[src/rtl/averager_acq_ctrl.sv]
// Acquisition sequencer for the averager: configures average-by, arms on trigger,
// forwards avg_by*num_frames sample valids and counts averaged results.
// Optional DRAIN watchdog enabled by defining AVG_CTRL_DRAIN_TIMEOUT_EN.
module averager_acq_ctrl #(
    parameter int INT_MAX_AVERAGE_BY = 10,
    parameter int INT_MAX_FRAMES     = 1024,
    parameter int INT_FLUSH_CYCLES   = 2,
    parameter int INT_DRAIN_TIMEOUT  = 16,
    localparam int AVG_W = $clog2(INT_MAX_AVERAGE_BY),
    localparam int FRM_W = $clog2(INT_MAX_FRAMES + 1)
) (
    input  logic             clk,
    input  logic             rst_n,
    input  logic             i_start,
    input  logic             i_abort,
    input  logic [AVG_W-1:0] i_avg_by_m1,
    input  logic [FRM_W-1:0] i_num_frames,
    input  logic             i_trigger,
    input  logic             i_valid,
    input  logic             i_valid_averaged,
    output logic             o_avg_cmd_valid,
    output logic [AVG_W-1:0] o_avg_cmd_data,
    output logic             o_valid,
    output logic             o_busy,
    output logic             o_armed,
    output logic             o_done,
    output logic             o_error,
    output logic [FRM_W-1:0] o_frames_done
);

    localparam logic [2:0] ST_IDLE    = 3'd0;
    localparam logic [2:0] ST_CONFIG  = 3'd1;
    localparam logic [2:0] ST_FLUSH   = 3'd2;
    localparam logic [2:0] ST_ARM     = 3'd3;
    localparam logic [2:0] ST_ACQUIRE = 3'd4;
    localparam logic [2:0] ST_DRAIN   = 3'd5;
    localparam logic [2:0] ST_DONE    = 3'd6;

    // One timer serves both the FLUSH wait and the DRAIN watchdog.
    localparam int TMR_MAX = (INT_FLUSH_CYCLES > INT_DRAIN_TIMEOUT) ? INT_FLUSH_CYCLES : INT_DRAIN_TIMEOUT;
    localparam int CNT_W   = $clog2(TMR_MAX + 1);

    localparam logic [CNT_W-1:0] FLUSH_LAST = CNT_W'(INT_FLUSH_CYCLES - 1);
    localparam logic [CNT_W-1:0] TMR_ONE    = CNT_W'(1);
    localparam logic [AVG_W-1:0] AVG_MAX_M1 = AVG_W'(INT_MAX_AVERAGE_BY - 1);
    localparam logic [AVG_W-1:0] AVG_ONE    = AVG_W'(1);
    localparam logic [FRM_W-1:0] FRM_MAX    = FRM_W'(INT_MAX_FRAMES);
    localparam logic [FRM_W-1:0] FRM_ONE    = FRM_W'(1);
`ifdef AVG_CTRL_DRAIN_TIMEOUT_EN
    localparam logic [CNT_W-1:0] DRAIN_LAST = CNT_W'(INT_DRAIN_TIMEOUT - 1);
`endif

    logic [2:0]       state_reg,       state_next;
    logic [AVG_W-1:0] avg_m1_reg,      avg_m1_next;
    logic [FRM_W-1:0] num_frames_reg,  num_frames_next;
    logic [AVG_W-1:0] sample_cnt_reg,  sample_cnt_next;
    logic [FRM_W-1:0] frame_cnt_reg,   frame_cnt_next;
    logic [FRM_W-1:0] frames_done_reg, frames_done_next;
    logic [CNT_W-1:0] timer_reg,       timer_next;
    logic             acq_en_reg,      acq_en_next;
    logic             cmd_valid_reg,   cmd_valid_next;
    logic             error_reg,       error_next;

    logic fwd;
    logic last_sample;
    logic avg_pulse;
    logic frames_reached;

    // Abort gates the forwarded valid in the same cycle it is asserted.
    assign fwd            = i_valid & acq_en_reg & ~i_abort;
    assign last_sample    = (sample_cnt_reg == avg_m1_reg) && (frame_cnt_reg == num_frames_reg - FRM_ONE);
    assign avg_pulse      = i_valid_averaged && ((state_reg == ST_ACQUIRE) || (state_reg == ST_DRAIN))
                            && (frames_done_reg < num_frames_reg);
    assign frames_reached = (frames_done_reg == num_frames_reg)
                            || (avg_pulse && (frames_done_reg + FRM_ONE == num_frames_reg));

    always_comb begin
        state_next       = state_reg;
        avg_m1_next      = avg_m1_reg;
        num_frames_next  = num_frames_reg;
        sample_cnt_next  = sample_cnt_reg;
        frame_cnt_next   = frame_cnt_reg;
        frames_done_next = avg_pulse ? frames_done_reg + FRM_ONE : frames_done_reg;
        timer_next       = '0;
        acq_en_next      = acq_en_reg;
        cmd_valid_next   = 1'b0;
        error_next       = 1'b0;

        if (i_abort && (state_reg != ST_IDLE)) begin
            state_next  = ST_IDLE;
            acq_en_next = 1'b0;
            error_next  = 1'b1;
        end else begin
            case (state_reg)
                ST_IDLE: begin
                    if (i_start) begin
                        if ((i_num_frames == '0) || (i_num_frames > FRM_MAX)) begin
                            error_next = 1'b1;
                        end else begin
                            avg_m1_next      = (i_avg_by_m1 > AVG_MAX_M1) ? AVG_MAX_M1 : i_avg_by_m1;
                            num_frames_next  = i_num_frames;
                            frames_done_next = '0;
                            sample_cnt_next  = '0;
                            frame_cnt_next   = '0;
                            cmd_valid_next   = 1'b1;
                            state_next       = ST_CONFIG;
                        end
                    end
                end
                ST_CONFIG: begin
                    state_next = ST_FLUSH;
                end
                ST_FLUSH: begin
                    if (timer_reg == FLUSH_LAST) begin
                        state_next = ST_ARM;
                    end else begin
                        timer_next = timer_reg + TMR_ONE;
                    end
                end
                ST_ARM: begin
                    if (i_trigger) begin
                        acq_en_next = 1'b1;
                        state_next  = ST_ACQUIRE;
                    end
                end
                ST_ACQUIRE: begin
                    if (fwd) begin
                        if (last_sample) begin
                            acq_en_next = 1'b0;
                            state_next  = ST_DRAIN;
                        end else if (sample_cnt_reg == avg_m1_reg) begin
                            sample_cnt_next = '0;
                            frame_cnt_next  = frame_cnt_reg + FRM_ONE;
                        end else begin
                            sample_cnt_next = sample_cnt_reg + AVG_ONE;
                        end
                    end
                end
                ST_DRAIN: begin
                    if (frames_reached) begin
                        state_next = ST_DONE;
`ifdef AVG_CTRL_DRAIN_TIMEOUT_EN
                    end else if (timer_reg == DRAIN_LAST) begin
                        state_next = ST_IDLE;
                        error_next = 1'b1;
                    end else begin
                        timer_next = timer_reg + TMR_ONE;
`endif
                    end
                end
                ST_DONE: begin
                    state_next = ST_IDLE;
                end
                default: begin
                    state_next  = ST_IDLE;
                    acq_en_next = 1'b0;
                end
            endcase
        end
    end

    always_ff @(posedge clk or negedge rst_n) begin
        if (!rst_n) begin
            state_reg       <= ST_IDLE;
            avg_m1_reg      <= '0;
            num_frames_reg  <= '0;
            sample_cnt_reg  <= '0;
            frame_cnt_reg   <= '0;
            frames_done_reg <= '0;
            timer_reg       <= '0;
            acq_en_reg      <= 1'b0;
            cmd_valid_reg   <= 1'b0;
            error_reg       <= 1'b0;
        end else begin
            state_reg       <= state_next;
            avg_m1_reg      <= avg_m1_next;
            num_frames_reg  <= num_frames_next;
            sample_cnt_reg  <= sample_cnt_next;
            frame_cnt_reg   <= frame_cnt_next;
            frames_done_reg <= frames_done_next;
            timer_reg       <= timer_next;
            acq_en_reg      <= acq_en_next;
            cmd_valid_reg   <= cmd_valid_next;
            error_reg       <= error_next;
        end
    end

    assign o_avg_cmd_valid = cmd_valid_reg;
    assign o_avg_cmd_data  = avg_m1_reg;
    assign o_valid         = fwd;
    assign o_busy          = (state_reg != ST_IDLE);
    assign o_armed         = (state_reg == ST_ARM);
    assign o_done          = (state_reg == ST_DONE);
    assign o_error         = error_reg;
    assign o_frames_done   = frames_done_reg;

endmodule
[config.mk]
export PLATFORM = sky130hd
export DESIGN_NAME = averager_acq_ctrl
export DESIGN_NICKNAME = d
export VERILOG_FILES = /design/src/rtl/averager_acq_ctrl.sv
export SDC_FILE = /design/constraint.sdc
export NUM_CORES = 1
export LEC_CHECK = 0
export BUFFER_PORTS_ARGS = -buffer_cell sky130_fd_sc_hd__buf_4
export CAP_MARGIN = 20
export CORE_MARGIN = 2
export CORE_UTILIZATION = 30
export CTS_BUF_LIST = sky130_fd_sc_hd__clkbuf_4 sky130_fd_sc_hd__clkbuf_8
export CTS_CLUSTER_SIZE = 20
export DETAILED_ROUTE_END_ITERATION = 8
export PLACE_DENSITY = 0.48
export SYNTH_ARGS = -nofsm -noshare
export SYNTH_HDL_FRONTEND = slang
export SYNTH_SLANG_ARGS = --single-unit
[constraint.sdc]
create_clock -name clk -period 3.6 [get_ports clk]
set_input_delay 0.18 -clock clk [delete_from_list [all_inputs] [get_ports clk]]
set_output_delay 0.18 -clock clk [all_outputs]
set_load 0.1 [all_outputs]
# [After elaboration in Yosys (flattened, before gate mapping)]
# Index checks and enable logic that the tools add are counted.
[word_totals] word_cells=108 reg_bits=52 output_inout_bits=21 inputBits=22
[classes] add_sub_neg=5 n_reduce_logical=18 mux=43 n_bitwise=5 eq_ne=24 n_lt_le_gt_ge=3
[ops] op="11-bit two-way mux" count=10
[ops] op="11-bit equality test" count=3
[ops] op="3-bit two-way mux" count=8
[ops] op="4-bit two-way mux" count=6
[ops] op="11-bit by 1-bit adder with 11-bit output (second input constant)" count=2
[ops] op="11-bit one-hot mux with 2 select lines" count=1
[ops] op="3-bit one-hot mux with 6 select lines" count=1
[ops] op="5-bit two-way mux" count=3
[ops] op="7-bit AND reduction" count=2
[ops] op="1-bit two-way mux" count=12
[ops] op="3-bit by 2-bit != test with 1-bit output (second input constant)" count=4
[ops] op="11-bit > comparator (second input constant)" count=1
[ops] op="11-bit logical NOT" count=1
[ops] op="11-bit less-than comparator" count=1
[ops] op="11-bit by 1-bit subtractor with 11-bit output (second input constant)" count=1
[ops] op="2-bit != test (second input constant)" count=5
[ops] op="3-bit equality test (second input constant)" count=3
[ops] op="3-bit != test (second input constant)" count=3
[ops] op="4-bit one-hot mux with 2 select lines" count=1
[ops] op="4-bit AND reduction" count=2
[ops] op="3-bit by 2-bit equality test with 1-bit output (second input constant)" count=2
[ops] op="6-bit AND reduction" count=1
[ops] op="5-bit by 1-bit adder with 5-bit output (second input constant)" count=1
[ops] op="5-bit by 1-bit equality test with 1-bit output (second input constant)" count=1
[ops] op="other kinds (14)" count=23

# [Depth between registers and ports, before layout]
[logic_depth] depth_word=9 mapped_depth=12 depth_no_buf=10

# [Worst setup path before layout]
# No wires, ideal clock.
[synth_timing] path_kind="reg2reg" from="reg frames_done_reg[4], in the netlist o_frames_done[4]" to="reg state_reg[1]" required_ns=3.474 arrival_ns=2.945 synth_period_minus_slack_ns=3.071 setup_slack_ns=0.529 path_stages_with_launch=10 n_path_buf=1 setup_ns=0.126 path_cell_list="dfrtp_1 buf_2 nand4_1 or3_1 o21a_1 nor3b_1 o2111ai_1 a21oi_2 nand2_1 a221o_1"
[synth_via] elab_chain_cells=6 word_cells_on_any_way=9 classes_between="add/sub: 1; order compare: 1; eq/ne: 3; reduce/logical: 4"
[synth_rtl] element="from (decl)" line="58" source="logic [FRM_W-1:0] frames_done_reg, frames_done_next;"
[synth_rtl] element="from (signal assigned)" line="180" source="frames_done_reg <= frames_done_next;"
[synth_rtl] element="11-bit by 1-bit adder with 11-bit output / 11-bit less-than comparator (equally long branches)" line="75, 73"
[synth_rtl] element="11-bit equality test / 1-bit logical AND (equally long branches)" line="75, 73"
[synth_rtl] element="1-bit logical AND" line="75" source="|| (avg_pulse && (frames_done_reg + FRM_ONE == num_frames_reg));"
[synth_rtl] element="1-bit logical OR *" line="75"
[synth_rtl] element="3-bit by 2-bit != test with 1-bit output (no source line) *"
[synth_rtl] element="7-bit AND reduction (no source line) *"
[synth_rtl] element="to (signal assigned)" line="175" source="state_reg <= state_next;"
[synth_rtl] element="to (decl)" line="53" source="logic [2:0] state_reg, state_next;"
# Every way passes the cells marked *; elsewhere a longest branch is shown, timed or not.
# A chain may end at the register's enable or synchronous reset.

# [Final worst setup path]
[layout_timing] from="reg num_frames_reg[2]" to="reg state_reg[1]"
[layout_via] elab_chain_cells=6 word_cells_on_any_way=12 classes_between="add/sub: 1; order compare: 1; eq/ne: 5; reduce/logical: 5"
[layout_rtl] element="from (decl)" line="55" source="logic [FRM_W-1:0] num_frames_reg, num_frames_next;"
[layout_rtl] element="from (signal assigned)" line="177" source="num_frames_reg <= num_frames_next;"
[layout_rtl] element="parallel branches: the longest is 5 deep, another holds 11-bit by 1-bit subtractor with 11-bit output"
[layout_rtl] element="7-bit AND reduction (no source line) *"
# Mark *: on every way between the ends.

==> impl_metrics.json <==
{
  "placed_area_um2": 3940,
  "fin_crit_ns": 2.88,
  "via_per_inst": 5.18,
  "hold_ws_ns": 0.0876,
  "grt_overflow_total": 0,
  "setup_violations": 0,
  "postSynthCellCount": 398,
  "coreArea_um2": 11400,
  "initial_core_util": 0.307,
  "nNetsFinal": 474,
  "vdd_drop_max_uv": 608,
  "worst_setup_path_end_kind": "flop",
  "dr.pass1.iters": 4,
  "max-slew-margin-rel": 0.540,
  "hold_class": "in2reg",
  "wl_per_cell_um": 15.8,
  "met3_usage": 0.0281,
  "fp.dieH_um": 112,
  "netlist-cell-type-count": 60,
  "worstSetupStartpointType": "flop",
  "cts_buffers": 5,
  "tightest_slew_ns": 0.691,
  "fmax_ghz": 0.347,
  "leakage_nw": 1.76,
  "insertion_delay_ns": 0.31,
  "clock_skew_ns": 0.00655,
  "dp.cells": 570,
  "async_flop_share": 1.00,
  "clkTransAtPathRegs_ns": 0.10,
  "syn_area_per_cell_um2": 8.81,
  "rows": 39,
  "wl_um": 9140,
  "powerDensity_nw_per_um2": 637,
  "grt_max_degree": 53,
  "path_max_fanout": 9,
  "drv_cap": 0,
  "layout-drive-gt1-share": 0.165,
  "vias": 3002,
  "cts_tree": "yes",
  "netlist_area_um2": 3500,
  "fin_crit_sh": 0.800,
  "clk_path_buf_depth": 2,
  "hold_buffers": 1,
  "fp.dieW_um": 112,
  "grt_pass1_vias": 2967,
  "final_cell_count_no_fill": 579,
  "use_met1": 0.224,
  "final_area_um2": 4040,
  "fin_ws_ns": 0.719,
  "crit_path_top_delay_cell": "dfrtp_1",
  "synthesis.nets": 437,
  "path_cells": "inv_1, ha_1, a21oi_1, a21oi_1, nor3_1, o211a_1, o2111ai_1, a21oi_2, nand2_1, a221o_1",
  "required_ns": 3.80,
  "place_congestion": 0.805,
  "arrival_ns": 3.08,
  "ant_nets": 0,
  "dp_hpwl_um": 6920,
  "clkSinkCount": 52,
  "ys_warn_count": 0,
  "grt_antenna_before_repair": 0,
  "report.final.slew_viol_count": 0,
  "grt.total_usage": 0.152,
  "cts.htree.levels": 2,
  "crit_type": "reg2reg",
  "grt_setup_unrepaired": "false",
  "cts_setup_buffers": 0,
  "io_pins": 43,
  "fillers": 1204,
  "tns_ns": 0,
  "remaining_drc_errors": 0,
  "io_buffers": 42,
  "area_growth_pct": 15.4,
  "die-area_um2": 12600,
  "drt_iter0_markers": 191,
  "grt_pass1_wl_um": 15700,
  "hold_viol": 0,
  "cpMostUsedCell": "a21oi_1",
  "root_buffer": "clkbuf_8",
  "antenna_cells": 0,
  "ys_seq_area_frac": 0.371,
  "cts-resized-gates": 0,
  "status": "complete, no violations",
  "synth-edff-count": 0,
  "met2_usage": 0.233,
  "slowest_delay_ns": 0.56,
  "post-place-ws_ns": 0.711,
  "gr-max-usage-layer": "met2",
  "synthFlopType": "dfrtp_1",
  "synth_seq_cells": 52
}
[logic make-up after synthesis]
| family | Yosys count | synth area share |
|---|---|---|
| AND/OR/NAND/NOR | 166 | 0.249 |
| adder cells (fa/ha/maj) | 18 | 0.0635 |
| multiplexers | 3 | 0.00928 |
| flip-flops | 52 | 0.371 |
| AO/OA/AOI/OAI | 81 | 0.162 |
| XOR/XNOR | 39 | 0.0975 |
| buffers and inverters | 39 | 0.0475 |
[cell type report]
| class | count | area (um^2) | area share |
|---|---|---|---|
| inverters | 23 | 86.3 | 0.0213 |
| multi-input cells | 307 | 2040 | 0.504 |
| clock buffers | 6 | 82.6 | 0.0204 |
| clock inverters | 2 | 10.0 | 0.00248 |
| repair buffers | 46 | 348 | 0.0860 |
| flip-flops and latches | 52 | 1300 | 0.322 |
| well taps | 143 | 179 | 0.0442 |
[layout by cell type (no fill, tap or decap), types with 5 or more instances in the layout]
cell type,Yosys,routed
nor4_1,5,5
nand4_1,15,15
a21oi_1,15,15
nand2_1,40,40
xor2_1,24,24
nor3_1,11,11
clkbuf_8,0,6
dfrtp_1,52,52
xnor2_1,15,15
or4_1,5,5
o21ai_0,27,27
buf_4,1,45
inv_1,22,22
nor2_1,38,38
ha_1,17,17
nand3_1,16,16
or3_1,9,9
nand2b_1,5,5
[report_power, final]
group	switching [W]	total [W]	internal [W]
Sequential	0.000212	0.000913	0.000701
Clock	0.000208	0.000362	0.000154
Combinational	0.000866	0.00130	0.000437
Total	0.00129	0.00258	0.00129
[through the flow]
step	util	power, W
3_5_place_dp	0.345	0.00223
5_1_grt	0.354	0.00279
4_1_cts	0.354	0.00261
3_3_place_gp	0.345	0.00223
6_report	0.354	0.00258
2_1_floorplan	-	0.00193
[critical path: cells and delay by family, from the launching register on]
kind,cells,cell delay [ns]
flip-flops,1,0.56
AND/OR/NAND/NOR,2,0.40
buffers and inverters,1,0.12
adder cells (fa/ha/maj),1,0.32
AO/OA/AOI/OAI,6,1.38
[cells in the mapped netlist, types with 4 or more instances]
cell type / n / area share
nand4_1: 15 / 0.027
or3_1: 9 / 0.016
o21ai_0: 27 / 0.039
xor2_1: 24 / 0.060
o21a_1: 4 / 0.0086
nor3b_1: 4 / 0.0086
xnor2_1: 15 / 0.037
dfrtp_1: 52 / 0.37
nor3_1: 11 / 0.016
nor2_1: 38 / 0.041
nand2_1: 40 / 0.043
inv_1: 22 / 0.024
or2_2: 4 / 0.0071
clkbuf_1: 12 / 0.013
nor4_1: 5 / 0.0089
nand2b_1: 5 / 0.0089
a21oi_1: 15 / 0.021
nand3_1: 16 / 0.023
or4_1: 5 / 0.011
ha_1: 17 / 0.061
[per-layer routing]
| metal | vias up | wire length (um) |
|---|---|---|
| met2 | 65 | 4060 |
| met4 | 0 | 96 |
| met1 | 1441 | 4550 |
| li1 | 1487 | - |
| met3 | 9 | 430 |
| met5 | - | 0 |
[path summary, 6_finish.rpt]
check / slack, ns / endpoint / depth (start not counted) / from
setup / recovery: 0.72 / state_reg[1]$_DFFE_PN0P_ / 10 / num_frames_reg[2]$_DFFE_PN0P_
hold / removal: 0.09 / num_frames_reg[5]$_DFFE_PN0P_ / 3 / i_num_frames[5]
setup reg to reg: 0.72 / state_reg[1]$_DFFE_PN0P_ / 10 / num_frames_reg[2]$_DFFE_PN0P_
hold reg to reg: 0.50 / timer_reg[0]$_DFF_PN0_ / 1 / timer_reg[0]$_DFF_PN0_
max in group asynchronous: 2.70 / num_frames_reg[3]$_DFFE_PN0P_ / 2 / rst_n
min in group asynchronous: 0.45 / o_frames_done[8]$_DFF_PN0_ / 2 / rst_n
No activity file was read; power rests on OpenSTA's default activity.
